<file path="config.mk">
export PLATFORM = sky130hd
export DESIGN_NAME = dsp_ctrl_seq
export DESIGN_NICKNAME = d
export VERILOG_FILES = /design/src/rtl/dsp_ctrl_pkg.sv /design/src/rtl/dsp_ctrl_seq_cfg_debounce.sv /design/src/rtl/dsp_ctrl_seq.sv
export SDC_FILE = /design/constraint.sdc
export NUM_CORES = 1
export LEC_CHECK = 0
export BUFFER_PORTS_ARGS = -buffer_cell sky130_fd_sc_hd__buf_2
export CORE_MARGIN = 1.5
export CORE_UTILIZATION = 53
export DETAILED_ROUTE_END_ITERATION = 6
export PLACE_DENSITY = 0.75
export SLEW_MARGIN = 0
export SYNTH_ARGS = -nofsm -noshare
export SYNTH_HDL_FRONTEND = slang
export SYNTH_HIERARCHICAL = 1
export SYNTH_SLANG_ARGS = --single-unit
</file>
<file path="constraint.sdc">
create_clock -name sclk_i -period 2.05 [get_ports sclk_i]
set_clock_uncertainty 0.1 [all_clocks]
set_input_delay 0.3075 -clock sclk_i [delete_from_list [all_inputs] [get_ports sclk_i]]
set_output_delay 0.3075 -clock sclk_i [all_outputs]
set_load 0.02 [all_outputs]
</file>
<file path="src/rtl/dsp_ctrl_pkg.sv">
// Shared constants and types for the I2S/DSP audio-path control sequencer.
package dsp_ctrl_pkg;

   localparam int CFG_W_DEF       = 4;
   localparam int RST_CYCLES_DEF  = 64;
   localparam int TIMEOUT_DEF     = 256;
   localparam int LOCK_PKTS_DEF   = 4;
   localparam int STABLE_PKTS_DEF = 8;
   localparam int MAX_RETRY_DEF   = 3;

   typedef enum logic [2:0] {
      RESET_HOLD = 3'd0,
      WAIT_LOCK  = 3'd1,
      RUN        = 3'd2,
      RECOVER    = 3'd3,
      FAULT      = 3'd4
   } state_e;

   localparam logic [2:0] ST_RESET_HOLD = RESET_HOLD;
   localparam logic [2:0] ST_WAIT_LOCK  = WAIT_LOCK;
   localparam logic [2:0] ST_RUN        = RUN;
   localparam logic [2:0] ST_RECOVER    = RECOVER;
   localparam logic [2:0] ST_FAULT      = FAULT;

   typedef struct packed {
      logic [CFG_W_DEF-1:0] freq;
      logic [CFG_W_DEF-1:0] scale;
   } cfg_t;

endpackage

</file>
<file path="src/rtl/dsp_ctrl_seq_cfg_debounce.sv">
// Switch synchronizers plus packet-based debounce; flags the strobe on which a
// candidate setting first becomes stable.
module cfg_debounce
   import dsp_ctrl_pkg::*;
#(
   parameter int CFG_W       = CFG_W_DEF,
   parameter int STABLE_PKTS = STABLE_PKTS_DEF
) (
   input  logic               clk_sys,
   input  logic               rst_b,
   input  logic [CFG_W-1:0]   freq_raw,
   input  logic [CFG_W-1:0]   scale_raw,
   input  logic               strobe_en,
   output logic [2*CFG_W-1:0] sync_cfg,
   output logic [2*CFG_W-1:0] cand_cfg,
   output logic               stable,
   output logic               apply_req
);

   localparam int CW = $clog2(STABLE_PKTS + 1);
   localparam logic [CW-1:0] STABLE_MAX = CW'(STABLE_PKTS);

   logic [2*CFG_W-1:0] meta;
   logic [CW-1:0]      stable_cnt;
   logic [CW-1:0]      cnt_nxt;
   logic               same;

   assign same   = (sync_cfg == cand_cfg);
   assign stable = (stable_cnt == STABLE_MAX);

   always_comb begin
      cnt_nxt = CW'(1);
      if (same) cnt_nxt = stable ? stable_cnt : stable_cnt + 1'b1;
   end

   always_ff @(posedge clk_sys or negedge rst_b) begin
      if (!rst_b) begin
         meta       <= '0;
         sync_cfg   <= '0;
         cand_cfg   <= '0;
         stable_cnt <= '0;
         apply_req  <= 1'b0;
      end else begin
         meta      <= {freq_raw, scale_raw};
         sync_cfg  <= meta;
         apply_req <= 1'b0;
         if (strobe_en) begin
            cand_cfg   <= sync_cfg;
            stable_cnt <= cnt_nxt;
            // only the strobe that first reaches the threshold requests an apply
            apply_req  <= (cnt_nxt == STABLE_MAX) && !(stable && same);
         end
      end
   end

endmodule

</file>
<file path="src/rtl/dsp_ctrl_seq.sv">
// Bring-up, lock, config-apply and retry/fault sequencer for the I2S -> DSP -> I2S path.
//  state      | meaning
//  RESET_HOLD | path reset held low for RST_CYCLES
//  WAIT_LOCK  | path released, counting in-time packets toward lock
//  RUN        | locked; debounced settings applied on packet boundaries
//  RECOVER    | one-cycle retry bookkeeping after loss of lock or DSP error
//  FAULT      | retries exhausted; wait for user clear
module dsp_ctrl_seq
   import dsp_ctrl_pkg::*;
#(
   parameter int CFG_W       = CFG_W_DEF,
   parameter int RST_CYCLES  = RST_CYCLES_DEF,
   parameter int TIMEOUT     = TIMEOUT_DEF,
   parameter int LOCK_PKTS   = LOCK_PKTS_DEF,
   parameter int STABLE_PKTS = STABLE_PKTS_DEF,
   parameter int MAX_RETRY   = MAX_RETRY_DEF
) (
   input  logic             sclk_i,
   input  logic             rst_n_i,
   input  logic             pktStrobe_i,
   input  logic             dspError_i,
   input  logic [CFG_W-1:0] freqSetting_i,
   input  logic [CFG_W-1:0] scaleFactor_i,
   input  logic             clearFault_i,
   output logic [CFG_W-1:0] freqSetting_o,
   output logic [CFG_W-1:0] scaleFactor_o,
   output logic             cfgUpdate_o,
   output logic             rstI2S_n_o,
   output logic             running_o,
   output logic             errorLED_o,
   output logic [2:0]       state_o
);

   localparam int HW = $clog2(RST_CYCLES + 1);
   localparam int GW = $clog2(TIMEOUT + 1);
   localparam int LW = $clog2(LOCK_PKTS + 1);
   localparam int RW = $clog2(MAX_RETRY + 1);
   localparam logic [HW-1:0] HOLD_LAST  = HW'(RST_CYCLES - 1);
   localparam logic [GW-1:0] GAP_LAST   = GW'(TIMEOUT - 1);
   localparam logic [LW-1:0] LOCK_LAST  = LW'(LOCK_PKTS - 1);
   localparam logic [RW-1:0] RETRY_LAST = RW'(MAX_RETRY - 1);

   logic [2:0]         state, state_nxt;
   logic [HW-1:0]      hold_cnt;
   logic [GW-1:0]      gap_cnt;
   logic [LW-1:0]      lock_cnt;
   logic [RW-1:0]      retry;
   logic [2*CFG_W-1:0] applied;
   logic [2*CFG_W-1:0] sync_cfg, cand_cfg;
   logic               stable, apply_req;
   logic               gap_expired, lock_done, dbnc_en, watching;

   cfg_debounce #(.CFG_W(CFG_W), .STABLE_PKTS(STABLE_PKTS)) u_debounce (
      .clk_sys   (sclk_i),
      .rst_b     (rst_n_i),
      .freq_raw  (freqSetting_i),
      .scale_raw (scaleFactor_i),
      .strobe_en (dbnc_en),
      .sync_cfg  (sync_cfg),
      .cand_cfg  (cand_cfg),
      .stable    (stable),
      .apply_req (apply_req)
   );

   assign watching    = (state == ST_WAIT_LOCK) || (state == ST_RUN);
   assign gap_expired = !pktStrobe_i && (gap_cnt == GAP_LAST);
   assign lock_done   = (state == ST_WAIT_LOCK) && pktStrobe_i && (lock_cnt == LOCK_LAST);
   // an error on a strobe cycle swallows the strobe entirely
   assign dbnc_en     = (state == ST_RUN) && pktStrobe_i && !dspError_i;

   always_comb begin
      state_nxt = state;
      case (state)
         ST_RESET_HOLD: if (hold_cnt == HOLD_LAST) state_nxt = ST_WAIT_LOCK;
         ST_WAIT_LOCK:  if (lock_done) state_nxt = ST_RUN;
                        else if (gap_expired) state_nxt = ST_RECOVER;
         ST_RUN:        if (dspError_i || gap_expired) state_nxt = ST_RECOVER;
         ST_RECOVER:    state_nxt = (retry == RETRY_LAST) ? ST_FAULT : ST_RESET_HOLD;
         ST_FAULT:      if (clearFault_i) state_nxt = ST_RESET_HOLD;
         default:       state_nxt = ST_RESET_HOLD;
      endcase
   end

   always_ff @(posedge sclk_i or negedge rst_n_i) begin
      if (!rst_n_i) begin
         state       <= ST_RESET_HOLD;
         hold_cnt    <= '0;
         gap_cnt     <= '0;
         lock_cnt    <= '0;
         retry       <= '0;
         applied     <= '0;
         cfgUpdate_o <= 1'b0;
         rstI2S_n_o  <= 1'b0;
         running_o   <= 1'b0;
         errorLED_o  <= 1'b0;
      end else begin
         state       <= state_nxt;
         rstI2S_n_o  <= (state_nxt == ST_WAIT_LOCK) || (state_nxt == ST_RUN);
         running_o   <= (state_nxt == ST_RUN);
         errorLED_o  <= (state_nxt == ST_FAULT);
         cfgUpdate_o <= 1'b0;
         hold_cnt    <= ((state == ST_RESET_HOLD) && (state_nxt == ST_RESET_HOLD)) ?
                        hold_cnt + 1'b1 : '0;

         if (watching) begin
            gap_cnt <= pktStrobe_i ? '0 : gap_cnt + 1'b1;
            if ((state == ST_WAIT_LOCK) && pktStrobe_i) lock_cnt <= lock_cnt + 1'b1;
         end else begin
            gap_cnt  <= '0;
            lock_cnt <= '0;
         end

         if (state == ST_RECOVER) retry <= retry + 1'b1;
         else if (lock_done || ((state == ST_FAULT) && clearFault_i)) retry <= '0;

         if (lock_done) begin
            applied     <= stable ? cand_cfg : sync_cfg;
            cfgUpdate_o <= 1'b1;
         end else if ((state == ST_RUN) && !dspError_i && apply_req && (cand_cfg != applied)) begin
            applied     <= cand_cfg;
            cfgUpdate_o <= 1'b1;
         end
      end
   end

   assign freqSetting_o = applied[2*CFG_W-1:CFG_W];
   assign scaleFactor_o = applied[CFG_W-1:0];
   assign state_o       = state;

endmodule

</file>
==> results of run 1 <==
[flip-flops by register name (all words and copies together), names as in the netlist]
signal and flops:
gap_cnt 9, retry 2, errorLED_o 1, running_o 1
lock_cnt 3, u_debounce/sync_cfg 8, rstI2S_n_o 1, u_debounce/apply_req 1
cfgUpdate_o 1, state_o 3, u_debounce/cand_cfg 8, u_debounce/stable_cnt 4
u_debounce/meta 8, applied 8, hold_cnt 7
[metrics by stage]
stage | instances | area (um^2)
2_1_floorplan | 244 | 2980
3_3_place_gp | 358 | 3360
3_5_place_dp | 358 | 3360
4_1_cts | 386 | 3700
6_report | 389 | 3780
5_1_grt | 389 | 3780
[worst max path at each step]
stage,to,from
2_1_floorplan,rstI2S_n_o$_DFF_PN0_,gap_cnt[0]$_DFF_PN0_
3_3_place_gp,rstI2S_n_o$_DFF_PN0_,gap_cnt[1]$_DFF_PN0_
3_5_place_dp,rstI2S_n_o$_DFF_PN0_,gap_cnt[0]$_DFF_PN0_
4_1_cts,rstI2S_n_o$_DFF_PN0_,gap_cnt[0]$_DFF_PN0_
5_1_grt,rstI2S_n_o$_DFF_PN0_,gap_cnt[1]$_DFF_PN0_
6_report,rstI2S_n_o$_DFF_PN0_,gap_cnt[1]$_DFF_PN0_
[layer usage]
metal	vias up	global-route usage (%)	wire, um
met2	23	32.1	2560
met4	0	10.4	118
met5	-	0	0
met3	9	4.59	133
met1	992	25.8	2540
li1	972	-	-
[cell usage in the layout (no fill, tap or decap), types with 3 or more instances in the layout]
cell and count:
mux2_2 16, nand3_1 5, nand2_1 12, xnor2_1 6, clkbuf_8 11, buf_4 25, mux2_4 9, buf_2 27
nor4_1 3, inv_1 11, nor4_2 3, xor2_1 21, ha_1 6, dlygate4sd3_1 9, and2_1 4, dfrtp_1 65
a21oi_1 4, nor2b_1 4, o21ai_0 6, nor2_1 21, and3_1 5, buf_12 3
[worst max-delay path, delay by kind of cell, from the launching register on]
kind,cells,cell delay [ns]
and+or+nand+nor,4,0.45
muxes,1,0.29
AOI/OAI and AO/OA,3,0.38
adders and majority gates,2,0.32
DFF,1,0.41
[repair_timing]
action / CTS / global route
setup endpoints to repair: 1 / 11
hold endpoints to repair: 73 / 0
gates resized for setup: 2 / 9
pin swaps: 5 / 4
hold buffers: 9 / 0
setup buffers: 3 / 3
[final cells by class]
type | instances | area [um^2] | share of cell area [%]
inverters | 11 | 41.3 | 1.09
flip-flops and latches | 65 | 1630 | 43.0
multi-input cells | 161 | 1320 | 35.0
well taps | 72 | 90.1 | 2.38
clock inverters | 5 | 77.6 | 2.05
clock buffers | 11 | 151 | 4.00
repair buffers | 64 | 473 | 12.5
[kinds of logic (layout without fill, tap and decap cells)]
kind of cell / after synthesis / count (layout)
multiplexers: 26 / 26
flip-flops: 65 / 65
AND/OR/NAND/NOR: 75 / 75
adder cells (fa/ha/maj): 8 / 8
buffers and inverters: 18 / 91
AO/OA/AOI/OAI: 25 / 25
XOR/XNOR: 27 / 27
[power breakdown]
group / total [mW] / switching (mW) / leakage [nW] / internal [mW]
logic: 0.746 / 0.361 / 0.945 / 0.384
clock network: 1.23 / 0.482 / 0.115 / 0.746
registers: 1.58 / 0.135 / 0.842 / 1.44
==> results.toml, run 1 <==
[status]
status = "finished, violations left"
violations = "setup timing"

[worst_setup_path]
crit_path_frequent_cell = "ha_4"
worstPathMaxFanout = 2
cp_slowest_cell = "dfrtp_1"
cp_data_required_time_ns = 2.18
r2r_end = "rstI2S_n_o$_DFF_PN0_"
startpoint_type = "register"
rrSetupSlack_ns = -0.02
r2r_cells = 10
critPathCaptureType = "register"
arrival_ns = 2.19
cpPeakStageDelay_ns = 0.41
path_class = "reg2reg"
path_cells = "ha_4 -> nand3_4 -> nor2_4 -> and3_4 -> ha_4 -> and2b_1 -> o21ai_1 -> a21oi_1 -> a21o_1 -> mux2_4"
rr_startpoint = "gap_cnt[1]$_DFF_PN0_"

[run]
maxCapViolations = 0

[synth]
synth_compound_area_share_pct = 5.33
synth_most_common_cell = "dfrtp_1"
synth_edf_count = 0
synthCells = 244
synthAdderAreaFrac_pct = 3.38
synthesis.area_mm2 = 0.00296
yosys_warnings = 6
synth-xor-area-share_pct = 7.99
async_flop_share_pct = 100
synth_top_family_by_area = "simple AND/OR/NAND/NOR gates"
ys_seq_elements = 65
ys_seq_area_share_pct = 55.0
ys.flop_type = "dfrtp_1"
yosys.area_share.simple_pct = 14.5
yosysUniqueCellTypes = 45
avgSynthCellArea_um2 = 12.1
muxShareOfSynthArea_pct = 10.9
synthTopCellsByCount = "dfrtp_1 (65), nor2_1 (22), xor2_1 (21), mux2_2 (17), nand2_1 (12)"
yosysTopAreaCellShare_pct = 55.0
post-synth-top-area-cell = "dfrtp_1"
synthTopCellsByArea = "dfrtp_1 (55%), mux2_2 (6.5%), xor2_1 (6.2%), mux2_4 (4.1%), ha_1 (3.4%)"
syn_nets = 265

[grt]
grt_first_pass_wirelength_um = 9320
grt-ovfl-total = 0
grt_max_degree = 66
first_global_vias = 2045
antenna_found_initial = 0
grt_use_total_pct = 20.2

[clock_network]
ctsLongestPathBuffers = 2
clk_pin_slew_ns = 0.07
cts_buffers = 9
cts_sinks = 65
cts_root_buf = "clkbuf_8"
clk_latency_ns = 0.34
htree_levels = 3
cts_tree = "built"

[pwr]
p_total_mw = 3.55
peakVddDrop_uv = 814
leakage_nw = 1.90
pwr_density_cell_mw_per_mm2 = 938

[final_layout]
area_growth_pct = 27.9
fill_cells = 395
nets = 333
final_util_pct = 69.6
drive_gt1_share_pct = 35.3
diodes = 0

[floorplanning]
die_y_um = 77.7
core_mm2 = 0.00544
rows = 27
dieArea_mm2 = 0.00604
start_util_pct = 54.4
num_io_pins = 28
die_x_um = 77.7

[sta]
hold_viol_final = 0
hold_ws_ns = 0.246
fmax_mhz = 483
maxSlewHeadroom_pct = 67.2
setup_viol = 1
setup_ws_ns = -0.0184
rsz0062_at_grt = "true"
worst_pin_slew_ns = 0.488
finalCritPeriodShare_pct = 101
tns_ns = -0.0184
finalMaxSlewViolations = 0
final.min_clock_period_ns = 2.07

[detailed_routing]
wl_per_cell_um = 13.7
drt_iter0_markers = 60
dr.pass1.iters = 4
post-route-drc-count = 0
ant_nets = 0
num_vias = 1996
viasPerCell = 5.13
wl_um = 5350

[placement]
pre_cts_ws_ns = -0.0364
gp_congestion = 0.863
place_hpwl_um = 3510
io_buffers = 27

[hold_path]
hold_start = "clearFault_i"
hold_depth = 3
min_path_type = "in2reg"
hold_end = "state_o[2]$_DFF_PN0_"
No activity file was read; power rests on OpenSTA's default activity.
==> run 2, diff against run 1 <==
--- a/config.mk
+++ b/config.mk
@@ -5,11 +5,13 @@
 export SDC_FILE = /design/constraint.sdc
 export NUM_CORES = 1
 export LEC_CHECK = 0
-export BUFFER_PORTS_ARGS = -buffer_cell sky130_fd_sc_hd__buf_2
+export BUFFER_PORTS_ARGS = -buffer_cell sky130_fd_sc_hd__clkbuf_2
+export CAP_MARGIN = 20
 export CORE_MARGIN = 1.5
 export CORE_UTILIZATION = 53
 export DETAILED_ROUTE_END_ITERATION = 6
 export PLACE_DENSITY = 0.75
+export RECOVER_POWER = 25
 export SLEW_MARGIN = 0
 export SYNTH_ARGS = -nofsm -noshare
 export SYNTH_HDL_FRONTEND = slang
==> results.toml, run 2 (synthesis results as in run 1) <==
[detailed_routing]
dr.pass1.iters = 4
wl_um = 5490
drt_iter0_markers = 159
wl_per_cell_um = 14.1
num_vias = 2013
post-route-drc-count = 0
viasPerCell = 5.16
ant_nets = 0

[worst_setup_path]
critical_path.endpoint = "rstI2S_n_o$_DFF_PN0_"
startpoint_type = "register"
critPathCaptureType = "register"
cpPeakStageDelay_ns = 0.43
cp-startpoint = "gap_cnt[0]$_DFF_PN0_"
path_class = "reg2reg"
rr_startpoint = "gap_cnt[0]$_DFF_PN0_"
r2r_cells = 10
path_cells = "ha_4 -> nand3_4 -> nor2_4 -> and3_4 -> ha_4 -> and2b_1 -> o21ai_1 -> a21oi_1 -> a21o_1 -> mux2_4"
arrival_ns = 2.21
rrSetupSlack_ns = -0.04
worstPathMaxFanout = 2
cp_slowest_cell = "dfrtp_1"
r2r_end = "rstI2S_n_o$_DFF_PN0_"
crit_path_frequent_cell = "ha_4"
cp_data_required_time_ns = 2.17

[grt]
antenna_found_initial = 0
grt-ovfl-total = 0
grt_use_total_pct = 19.2
first_global_vias = 1940
grt_first_pass_wirelength_um = 8830
grt_max_degree = 66

[clock_network]
cts_tree = "built"
clk_latency_ns = 0.33
cts_buffers = 9
ctsLongestPathBuffers = 2
htree_levels = 3
clk_pin_slew_ns = 0.07
cts_sinks = 65
cts_root_buf = "clkbuf_8"

[final_layout]
regMostFlops = "gap_cnt"
final_util_pct = 69.5
area_growth_pct = 27.7
drive_gt1_share_pct = 36.2
layout_common_cells = "dfrtp_1 (65), clkbuf_2 (27), buf_4 (27), nor2_1 (21), xor2_1 (21)"
final_common_cell = "dfrtp_1"
nets = 334
instances_no_fill = 390
largest_reg_flops = 9
diodes = 0
post-route-cell-area_mm2 = 0.00378

[floorplanning]
rows = 27
die_y_um = 77.7
start_util_pct = 54.4
core_mm2 = 0.00544
dieArea_mm2 = 0.00604
die_x_um = 77.7
num_io_pins = 28

[hold_path]
hold_start = "clearFault_i"
min_path_type = "in2reg"

[placement]
pre_cts_ws_ns = -0.0583
dpl-instance-area_mm2 = 0.00337
gp_congestion = 0.786
io_buffers = 27
place_hpwl_um = 3540
dp_cells = 362

[pwr]
peakVddDrop_uv = 592
swShare_pct = 27.0
leakage_nw = 1.90
pwr_density_cell_mw_per_mm2 = 966
power.internal_mw = 2.66
netSwitchingPower_mw = 0.988
p_total_mw = 3.65
clockPowerShare_pct = 35.9
pwr-share-comb_pct = 20.5
p_seq_share_pct = 43.5

[status]
violations = "setup timing"
status = "finished, violations left"

[sta]
setup_ws_ns = -0.0370
finalCritPeriodShare_pct = 102
maxSlewHeadroom_pct = 41.6
hold_ws_ns = 0.238
hold_viol_final = 0
setup_viol = 1
finalMaxSlewViolations = 0
worst_pin_slew_ns = 0.876
fmax_mhz = 479
rsz0062_at_grt = "true"
final.min_clock_period_ns = 2.09
tns_ns = -0.0370

[run]
maxCapViolations = 0
[run 2: cell types whose count changed in the layout (fill, tap and decap cells not counted), sizes merged]
cell      previous run  this run
buf                 55        28
clkbuf              11        38
bufinv               2         3
clkinv               2         3
clkinvlp             1         0
[run 2: critical path: cells and delay by family, from the launching register on]
family | cells | cell delay (ns)
fa+ha+maj | 2 | 0.34
mux | 1 | 0.30
flops | 1 | 0.43
simple gates | 4 | 0.46
compound gates | 3 | 0.37
[run 2: area by class of cell]
class                   instances  area [um^2]
repair buffers                 65          455
inverters                      11         41.3
multi-input cells             161         1320
well taps                      72         90.1
flip-flops and latches         65         1630
fillers                       392         1660
clock buffers                  10          138
clock inverters                 6          105
[run 2: worst min path at each step]
| stage | end | slack, ns | depth (start not counted) |
|---|---|---|---|
| after floorplan | applied[0]$_DFFE_PN0P_ | -0.09 | 0 |
| after global placement | u_debounce/sync_cfg[1]$_DFF_PN0_ | 0.23 | 0 |
| after detailed placement | u_debounce/sync_cfg[5]$_DFF_PN0_ | 0.24 | 0 |
| after CTS | state_o[2]$_DFF_PN0_ | 0.23 | 3 |
| after global routing | state_o[2]$_DFF_PN0_ | 0.25 | 3 |
| final | state_o[2]$_DFF_PN0_ | 0.24 | 3 |
[run 2: what timing repair did]
item,in CTS,in global routing
buffers inserted,1,2
pin swaps,3,0
setup endpoints to repair,1,12
hold endpoints to repair,73,0
resized for setup,2,11
hold buffers,9,0
[run 2: routing by layer]
metal / vias up / part of all wire, % / global-route usage, %
met5: - / 0 / 0
met4: 0 / 1.4 / 8.36
met3: 6 / 3.1 / 5.41
met2: 40 / 50 / 30.1
met1: 997 / 45 / 25.0
li1: 970 / - / -
[run 2: power by group through the flow]
stage | Combinational (mW) | Clock, mW | Sequential, mW
4_1_cts | 0.728 | 1.34 | 1.58
3_5_place_dp | 0.693 | 0 | 1.61
6_report | 0.750 | 1.31 | 1.59
5_1_grt | 0.842 | 1.39 | 1.61
2_1_floorplan | 0.438 | 0 | 1.60
3_3_place_gp | 0.674 | 0 | 1.60
==> run 3, diff against run 2 <==
--- a/config.mk
+++ b/config.mk
@@ -8,8 +8,10 @@
 export BUFFER_PORTS_ARGS = -buffer_cell sky130_fd_sc_hd__clkbuf_2
 export CAP_MARGIN = 20
 export CORE_MARGIN = 1.5
-export CORE_UTILIZATION = 53
+export CORE_UTILIZATION = 55
+export CTS_BUF_LIST = sky130_fd_sc_hd__clkbuf_4 sky130_fd_sc_hd__clkbuf_8 sky130_fd_sc_hd__clkbuf_16
 export DETAILED_ROUTE_END_ITERATION = 6
+export GPL_ROUTABILITY_DRIVEN = 1
 export PLACE_DENSITY = 0.75
 export RECOVER_POWER = 25
 export SLEW_MARGIN = 0
==> constraint.sdc (replaced) <==
create_clock -name sclk_i -period 2.2 [get_ports sclk_i]
set_clock_uncertainty 0.1 [all_clocks]
set_input_delay 0.33 -clock sclk_i [delete_from_list [all_inputs] [get_ports sclk_i]]
set_output_delay 0.33 -clock sclk_i [all_outputs]
set_load 0.02 [all_outputs]
==> results.toml, run 3 (synthesis results as in run 1) <==
[floorplanning]
dieArea_mm2 = 0.00583
die_x_um = 76.4
die_y_um = 76.4
rows = 26
start_util_pct = 57.6
num_io_pins = 28
core_mm2 = 0.00514

[final_layout]
largest_reg_flops = 9
drive_gt1_share_pct = 31.4
layout_common_cells = "dfrtp_1 (65), clkbuf_2 (27), nor2_1 (21), xor2_1 (21), mux2_2 (17)"
area_growth_pct = 20.5
regMostFlops = "gap_cnt"
diodes = 0
final_util_pct = 69.4
final_common_cell = "dfrtp_1"
nets = 319

[worst_setup_path]
cp_data_required_time_ns = 2.33
rr_startpoint = "gap_cnt[0]$_DFF_PN0_"
r2r_end = "rstI2S_n_o$_DFF_PN0_"
startpoint_type = "register"
cp_slowest_cell = "dfrtp_1"
rrSetupSlack_ns = 0.09
arrival_ns = 2.24
path_class = "reg2reg"
crit_family = "simple AND/OR/NAND/NOR gates"
path_cells = "ha_4 -> nand3_4 -> nor2_4 -> and3_1 -> ha_1 -> and2b_1 -> o21ai_1 -> a21oi_1 -> a21o_1 -> mux2_2"
critPathCaptureType = "register"
r2r_cells = 10
worstPathMaxFanout = 3
cpPeakStageDelay_ns = 0.40
worstSetupPathDepth = 10
path_buf_inv = 0

[sta]
maxSlewHeadroom_pct = 42.4
hold_viol_final = 0
finalCritPeriodShare_pct = 95.8
final.min_clock_period_ns = 2.11
rsz0062_at_grt = "true"
setup_viol = 0
worst_pin_slew_ns = 0.863
fmax_mhz = 475
hold_ws_ns = 0.253
finalMaxSlewViolations = 0

[grt]
met3_usage_pct = 4.43
met1_usage_pct = 26.8
grt_max_degree = 66
grt_use_total_pct = 19.5
gr-max-usage-layer = "met2"
grt_util_met2_pct = 29.1
antenna_found_initial = 0
grt_first_pass_wirelength_um = 8820
grt-ovfl-total = 0
first_global_vias = 1902

[clock_network]
clk_pin_slew_ns = 0.07
ctsLongestPathBuffers = 2
clk_latency_ns = 0.34
cts_sinks = 65
cts_buffers = 9
postCtsSetupBuffers = 0
cts_root_buf = "clkbuf_8"
cts_tree = "built"
htree_levels = 3

[pwr]
netSwitchingPower_mw = 0.889
leakage_nw = 1.79
peakVddDrop_uv = 647
power.internal_mw = 2.19
swShare_pct = 28.9
p_seq_share_pct = 48.4
pwr-share-comb_pct = 19.6
pwr_density_cell_mw_per_mm2 = 862
clockPowerShare_pct = 32.0

[detailed_routing]
dr.pass1.iters = 4
drt_iter0_markers = 102
wl_um = 5080
viasPerCell = 5.11
wl_per_cell_um = 13.6
num_vias = 1907
ant_nets = 0
post-route-drc-count = 0

[run]
maxCapViolations = 0

[hold_path]
min_path_type = "reg2reg"
hold_depth = 0
hold_end = "u_debounce/sync_cfg[4]$_DFF_PN0_"
hold_start = "u_debounce/meta[4]$_DFF_PN0_"

[status]
status = "finished, final reports clean"

[placement]
gp_congestion = 0.824
io_buffers = 27
place_hpwl_um = 3310
[run 3: worst max-delay path by stage]
stage	startpoint	end	slack, ns
after floorplan	state_o[0]$_DFF_PN0_	u_debounce/cand_cfg[1]$_DFFE_PN0P_	0.003
after global placement	gap_cnt[0]$_DFF_PN0_	rstI2S_n_o$_DFF_PN0_	0.06
after detailed placement	gap_cnt[0]$_DFF_PN0_	rstI2S_n_o$_DFF_PN0_	0.01
after CTS	u_debounce/cand_cfg[7]$_DFFE_PN0P_	applied[2]$_DFFE_PN0P_	0.002
after global routing	gap_cnt[1]$_DFF_PN0_	rstI2S_n_o$_DFF_PN0_	-0.04
final	gap_cnt[0]$_DFF_PN0_	rstI2S_n_o$_DFF_PN0_	0.09
[run 3: layout make-up]
type	instances	area, um^2
fill	398	1570
tap	70	87.6
timing repair buffer	50	330
multi-input combinational	161	1280
sequential	65	1630
clock inverter	2	10.0
clock buffer	14	186
inverter	11	41.3
[run 3: through the flow]
step	cell area, um^2	power, mW	setup WS, ns	TNS, ns	std cells
after detailed placement	3250	2.09	0.0107	0	348
after global placement	3250	2.07	0.0562	0	348
after CTS	3540	3.09	0.00173	0	373
after floorplan	2960	1.90	0.00332	0	244
final	3570	3.07	0.0931	0	373
after global routing	3570	3.26	-0.0433	-0.0433	373
[run 3: repair_timing]
item	CTS	global route
resized for setup	0	8
setup endpoints to repair	0	9
hold endpoints to repair	73	0
hold buffers	9	0
[run 3: power by group through the flow]
stage          combinational (mW)  sequential (mW)  clock [mW]
2_1_floorplan               0.406             1.49           0
3_3_place_gp                0.572             1.50           0
6_report                    0.603             1.49       0.984
4_1_cts                     0.605             1.48        1.01
3_5_place_dp                0.587             1.50           0
5_1_grt                     0.682             1.51        1.06
[run 3: routing by layer]
layer | up-vias | share of wire [%]
met4 | 0 | 2.1
li1 | 947 | -
met3 | 11 | 2.6
met5 | - | 0
met2 | 30 | 47
met1 | 919 | 49
